### src/rtl/control_merge_if.sv
// rtl/control_merge_if.sv - handshake bundle for the control_merge arbiter/fork
//
// Purpose: groups the SIZE merge inputs and the two forked outputs (data and
// winner index) of control_merge into one interface.
// Signals:
//   ins / ins_valid / ins_ready        SIZE flattened producer channels
//   outs / outs_valid / outs_ready     merged data channel
//   index / index_valid / index_ready  winner-index channel
// Modports:
//   slave  - the merge block (consumes ins, produces outs/index)
//   master - the surrounding environment
interface control_merge_if #(
    parameter int SIZE       = 2,
    parameter int DATA_TYPE  = 32,
    parameter int INDEX_TYPE = 1
);
    logic [SIZE*DATA_TYPE-1:0] ins;
    logic [SIZE-1:0]           ins_valid;
    logic [SIZE-1:0]           ins_ready;
    logic [DATA_TYPE-1:0]      outs;
    logic                      outs_valid;
    logic                      outs_ready;
    logic [INDEX_TYPE-1:0]     index;
    logic                      index_valid;
    logic                      index_ready;

    modport slave (
        input  ins, ins_valid, outs_ready, index_ready,
        output ins_ready, outs, outs_valid, index, index_valid
    );

    modport master (
        output ins, ins_valid, outs_ready, index_ready,
        input  ins_ready, outs, outs_valid, index, index_valid
    );
endinterface

### src/rtl/control_merge.sv
// rtl/control_merge.sv - fixed-priority merge with one-slot buffer and eager index fork
//
// Purpose: picks the lowest-numbered valid input, passes it through a
// transparent one-entry buffer, and forks the token eagerly to a data output
// and a winner-index output. Each side sees the token exactly once.
// Ports:
//   clk  - clock, all state updates on the rising edge
//   rst  - synchronous reset, active-high
//   bus  - control_merge_if.slave (ins*, outs*, index* handshakes)
module control_merge #(
    parameter int SIZE       = 2,
    parameter int DATA_TYPE  = 32,
    parameter int INDEX_TYPE = 1
) (
    input  logic           clk,
    input  logic           rst,
    control_merge_if.slave bus
);

    logic                  full;
    logic [DATA_TYPE-1:0]  buf_data;
    logic [INDEX_TYPE-1:0] buf_idx;
    logic                  sent_out;
    logic                  sent_idx;

    logic                  any_v;
    logic [SIZE-1:0]       gnt;
    logic [DATA_TYPE-1:0]  m_data;
    logic [INDEX_TYPE-1:0] m_idx;

    logic                  t_valid;
    logic                  done_o;
    logic                  done_i;
    logic                  f_ready;

    // Descending scan so the lowest valid input is the last one written.
    always_comb begin
        gnt    = '0;
        m_data = '0;
        m_idx  = '0;
        for (int i = SIZE - 1; i >= 0; i--) begin
            if (bus.ins_valid[i]) begin
                gnt    = '0;
                gnt[i] = 1'b1;
                m_data = bus.ins[i*DATA_TYPE +: DATA_TYPE];
                m_idx  = INDEX_TYPE'(i);
            end
        end
    end

    assign any_v   = |bus.ins_valid;
    assign t_valid = full | any_v;

    // Inputs are only acked while the buffer is empty; a draining buffer
    // still blocks them for that cycle.
    assign bus.ins_ready = full ? '0 : gnt;

    assign bus.outs        = full ? buf_data : m_data;
    assign bus.index       = full ? buf_idx  : m_idx;
    assign bus.outs_valid  = t_valid & ~sent_out;
    assign bus.index_valid = t_valid & ~sent_idx;

    // A side that already took the token counts as done until the other
    // side catches up.
    assign done_o  = sent_out | bus.outs_ready;
    assign done_i  = sent_idx | bus.index_ready;
    assign f_ready = done_o & done_i;

    always_ff @(posedge clk) begin
        if (rst) begin
            full     <= 1'b0;
            sent_out <= 1'b0;
            sent_idx <= 1'b0;
        end else begin
            full     <= t_valid & ~f_ready;
            sent_out <= t_valid & ~f_ready & done_o;
            sent_idx <= t_valid & ~f_ready & done_i;
        end
        // Capture only a freshly accepted token that could not leave this
        // cycle; a held token is never overwritten.
        if (!full && any_v && !f_ready) begin
            buf_data <= m_data;
            buf_idx  <= m_idx;
        end
    end

endmodule

### src/flat_wrapper.sv
// flat-port wrapper written by rule: the top's interface ports become plain ports
module control_merge_flat 
#(
    parameter int SIZE       = 2,
    parameter int DATA_TYPE  = 32,
    parameter int INDEX_TYPE = 1
)
  (clk, rst, bus_ins, bus_ins_valid, bus_outs_ready, bus_index_ready, bus_ins_ready, bus_outs, bus_outs_valid, bus_index, bus_index_valid);
  control_merge_if #(.SIZE(SIZE), .DATA_TYPE(DATA_TYPE), .INDEX_TYPE(INDEX_TYPE)) bus_i ();
  input  logic clk;
  input  logic rst;
  input wire logic [$bits(bus_i.ins)-1:0] bus_ins;
  input wire logic [$bits(bus_i.ins_valid)-1:0] bus_ins_valid;
  input wire logic [$bits(bus_i.outs_ready)-1:0] bus_outs_ready;
  input wire logic [$bits(bus_i.index_ready)-1:0] bus_index_ready;
  output wire logic [$bits(bus_i.ins_ready)-1:0] bus_ins_ready;
  output wire logic [$bits(bus_i.outs)-1:0] bus_outs;
  output wire logic [$bits(bus_i.outs_valid)-1:0] bus_outs_valid;
  output wire logic [$bits(bus_i.index)-1:0] bus_index;
  output wire logic [$bits(bus_i.index_valid)-1:0] bus_index_valid;
  assign bus_i.ins = bus_ins;
  assign bus_i.ins_valid = bus_ins_valid;
  assign bus_i.outs_ready = bus_outs_ready;
  assign bus_i.index_ready = bus_index_ready;
  assign bus_ins_ready = bus_i.ins_ready;
  assign bus_outs = bus_i.outs;
  assign bus_outs_valid = bus_i.outs_valid;
  assign bus_index = bus_i.index;
  assign bus_index_valid = bus_i.index_valid;
  control_merge #(.SIZE(SIZE), .DATA_TYPE(DATA_TYPE), .INDEX_TYPE(INDEX_TYPE)) u_core (.clk(clk), .rst(rst), .bus(bus_i));
endmodule
### config.mk
export PLATFORM = sky130hd
export DESIGN_NAME = control_merge_flat
export DESIGN_NICKNAME = d
export VERILOG_FILES = /design/src/rtl/control_merge_if.sv /design/src/rtl/control_merge.sv /design/src/flat_wrapper.sv
export SDC_FILE = /design/constraint.sdc
export NUM_CORES = 1
export LEC_CHECK = 0
export ABC_CLOCK_PERIOD_IN_PS = 4900
export CORE_MARGIN = 5
export CORE_UTILIZATION = 45
export DETAILED_ROUTE_END_ITERATION = 10
export GPL_TIMING_DRIVEN = 0
export HOLD_SLACK_MARGIN = 0.1
export PLACE_DENSITY_LB_ADDON = 0.08
export SYNTH_ARGS = -nofsm -noshare
export SYNTH_HDL_FRONTEND = slang
export SYNTH_SLANG_ARGS = --single-unit
### constraint.sdc
create_clock -name clk -period 4.9 [get_ports clk]
set_clock_uncertainty 0.2 [all_clocks]
set_input_delay 0.735 -clock clk [delete_from_list [all_inputs] [get_ports clk]]
set_output_delay 0.735 -clock clk [all_outputs]
set_load 0.02 [all_outputs]
==> reports/qor.yml <==
placement:
  dp_hpwl_mm: 5.11
  io_buffer_count: 104
  place_congestion: 0.749
timing:
  hold_violations: 0
  slew_violations: 0
  rsz0062_at_grt: "no"
  slew_headroom_pct: 43.3
  final.setup.tns_ns: 0
  hold_ws_ns: 0.355
  max_clock_freq_ghz: 0.328
  finalCriticalPeriod_ns: 3.05
  fin_crit_sh_pct: 62.2
  worstMarginPinSlew_ns: 0.847
  setup_viol: 0
min_path:
  whs_path_depth: 2
  hold_class: "reg2reg"
cts:
  clk_latency_ns: 0.28
  numCtsBuffers: 5
  post_cts_buffers: 0
  cts.htree.levels: 2
  cts_buffer_depth: 2
  cts_tree: "done"
  hold_buffers: 0
  cts-resized-gates: 0
  cts.sinks: 36
  cts-root-buf: "clkbuf_8"
  cts.clk_slew.worst_paths_ns: 0.08
detailed_routing:
  first_iter_violations: 124
  wl_mm: 6.97
  ant_nets: 0
  vias: 2345
  via_per_inst: 5.20
  wl_per_cell_um: 15.5
  first_pass_iters: 4
  route.detailed.drc: 0
setup_path:
  cp-start-kind: "input port"
  worst_ep_required_time_ns: 3.96
  end_kind: "output port"
  cp.arrival_ns: 2.11
  cp_max_fo: 2
  critPathKind: "in2out"
  reg2reg_depth: 5
logic_synthesis:
  ys_async_sr_fraction_pct: 0
  synth_area_per_cell_um2: 8.67
  synth.most_common_cell: "nand2_1"
  postSynthCellCount: 268
  synth_enable_flop_cells: 33
  synth_flop_cell: "edfxtp_1"
  yosys.area.top_type_share_pct: 42.7
  synth_seq_cells: 36
  synth_cell_types: 20
  synth_common_cells: "nand2_1, a21oi_1, edfxtp_1, nor2b_1, nand3b_1"
  yosysTopAreaCell: "edfxtp_1"
  syn_area_mm2: 0.00232
  yosys_warnings: 0
  synthTopCellsByArea: "edfxtp_1, a21oi_1, nand2_1, nand3b_1, nor2b_1"
  syn-num-nets: 338
  seq_area_frac_synth_pct: 45.3
floorplan:
  start_util_pct: 45.8
  die_y_um: 81.8
  coreArea_mm2: 0.00507
  die_w_um: 81.8
  die_area_mm2: 0.00670
  rows: 26
  io_pins: 107
global_route:
  grt_first_pass_wirelength_mm: 11.1
  gr-total-overflow: 0
  track_usage_pct: 21.4
  grt_antenna_before_repair: 0
  grt_pass1_vias: 2377
  grt_max_degree: 20
pwr:
  p_leak_nw: 1.42
  powerDensity_mw_per_mm2: 257
  ir_worst_vdd_v: 0.000148
cells_and_area:
  diodes: 0
  final_layout_size_suffix_gt1_share_pct: 8.66
  nets: 450
  syn2layout_area_growth_pct: 54.0
status:
  status: "finished, final reports clean"
job:
  drv_cap: 0
routing by layer:
layer / share of wire, % / global-route usage, % / routed length, um / up-vias
met1: 43 / 26.8 / 2970 / 1091
li1: - / - / - / 1153
met4: 1.8 / 7.48 / 128 / 0
met2: 48 / 36.1 / 3340 / 88
met5: 0 / 0 / 0 / -
met3: 7.6 / 4.82 / 528 / 13
where the power goes:
part           switching (W)  internal, W
sequential        0.00000711     0.000370
combinational       0.000158     0.000168
clock               0.000106     0.000112
flip-flops by register name, summed over array words and instances (netlist names):
register         flops
u_core.sent_idx      1
u_core.buf_idx       1
u_core.full          1
u_core.sent_out      1
u_core.buf_data     32
critical path, stage by stage:
cell and delay, ns:
clkdlybuf4s50_1 0.49, a21oi_1 0.07, a21oi_1 0.19, clkdlybuf4s50_1 0.63
stage by stage:
step | util, % | cells | total power, W | worst slack, ns | cell area (um^2)
floorplan | - | 268 | 0.000543 | 1.84 | 2320
global placement | 68.0 | 442 | 0.000700 | 0.931 | 3450
detailed placement | 68.7 | 443 | 0.000710 | 1.86 | 3480
CTS | 70.5 | 451 | 0.000929 | 1.85 | 3580
global route | 70.5 | 451 | 0.000971 | 1.74 | 3580
finish | 70.5 | 451 | 0.000921 | 1.85 | 3580
layout by cell type (no fill, tap or decap):
cell type,n
dfxtp_1,3
clkinv_2,2
buf_4,3
nand3b_1,32
o22a_1,1
clkdlybuf4s50_1,104
nor2_1,5
inv_1,1
buf_6,8
clkbuf_1,2
o21ai_0,1
nor3_2,1
buf_16,1
nor3_4,1
edfxtp_1,33
nand2b_1,1
nor3_1,1
nand2_1,65
buf_2,10
clkbuf_8,6
nor4bb_1,1
nor4_1,1
a21oi_1,64
or2_2,1
nor2b_1,33
cell families (layout without fill, tap and decap cells):
group / after synthesis / count (layout) / share of synthesized area, %
buf+inv: 24 / 137 / 7.49
flops: 36 / 36 / 45.3
simple gates: 142 / 142 / 32.9
compound gates: 66 / 66 / 14.4
area by class of cell:
| type | count | area (um^2) |
|---|---|---|
| fillers | 427 | 1500 |
| inverters | 1 | 3.75 |
| repair buffers | 105 | 1070 |
| plain buffers | 23 | 170 |
| clock inverters | 2 | 10.0 |
| well taps | 70 | 87.6 |
| flip-flops and latches | 36 | 1050 |
| multi-input cells | 208 | 1100 |
| clock buffers | 6 | 82.6 |
final timing paths:
| kind | endpoint | startpoint | slack [ns] |
|---|---|---|---|
| max | bus_outs[5] | bus_ins[5] | 1.85 |
| min reg2reg | u_core.sent_idx | u_core.sent_out | 0.35 |
| max reg2reg | u_core.buf_data[9] | u_core.full | 2.73 |
| min | u_core.sent_idx | u_core.sent_out | 0.35 |
Power figures use the tool's default switching activity.
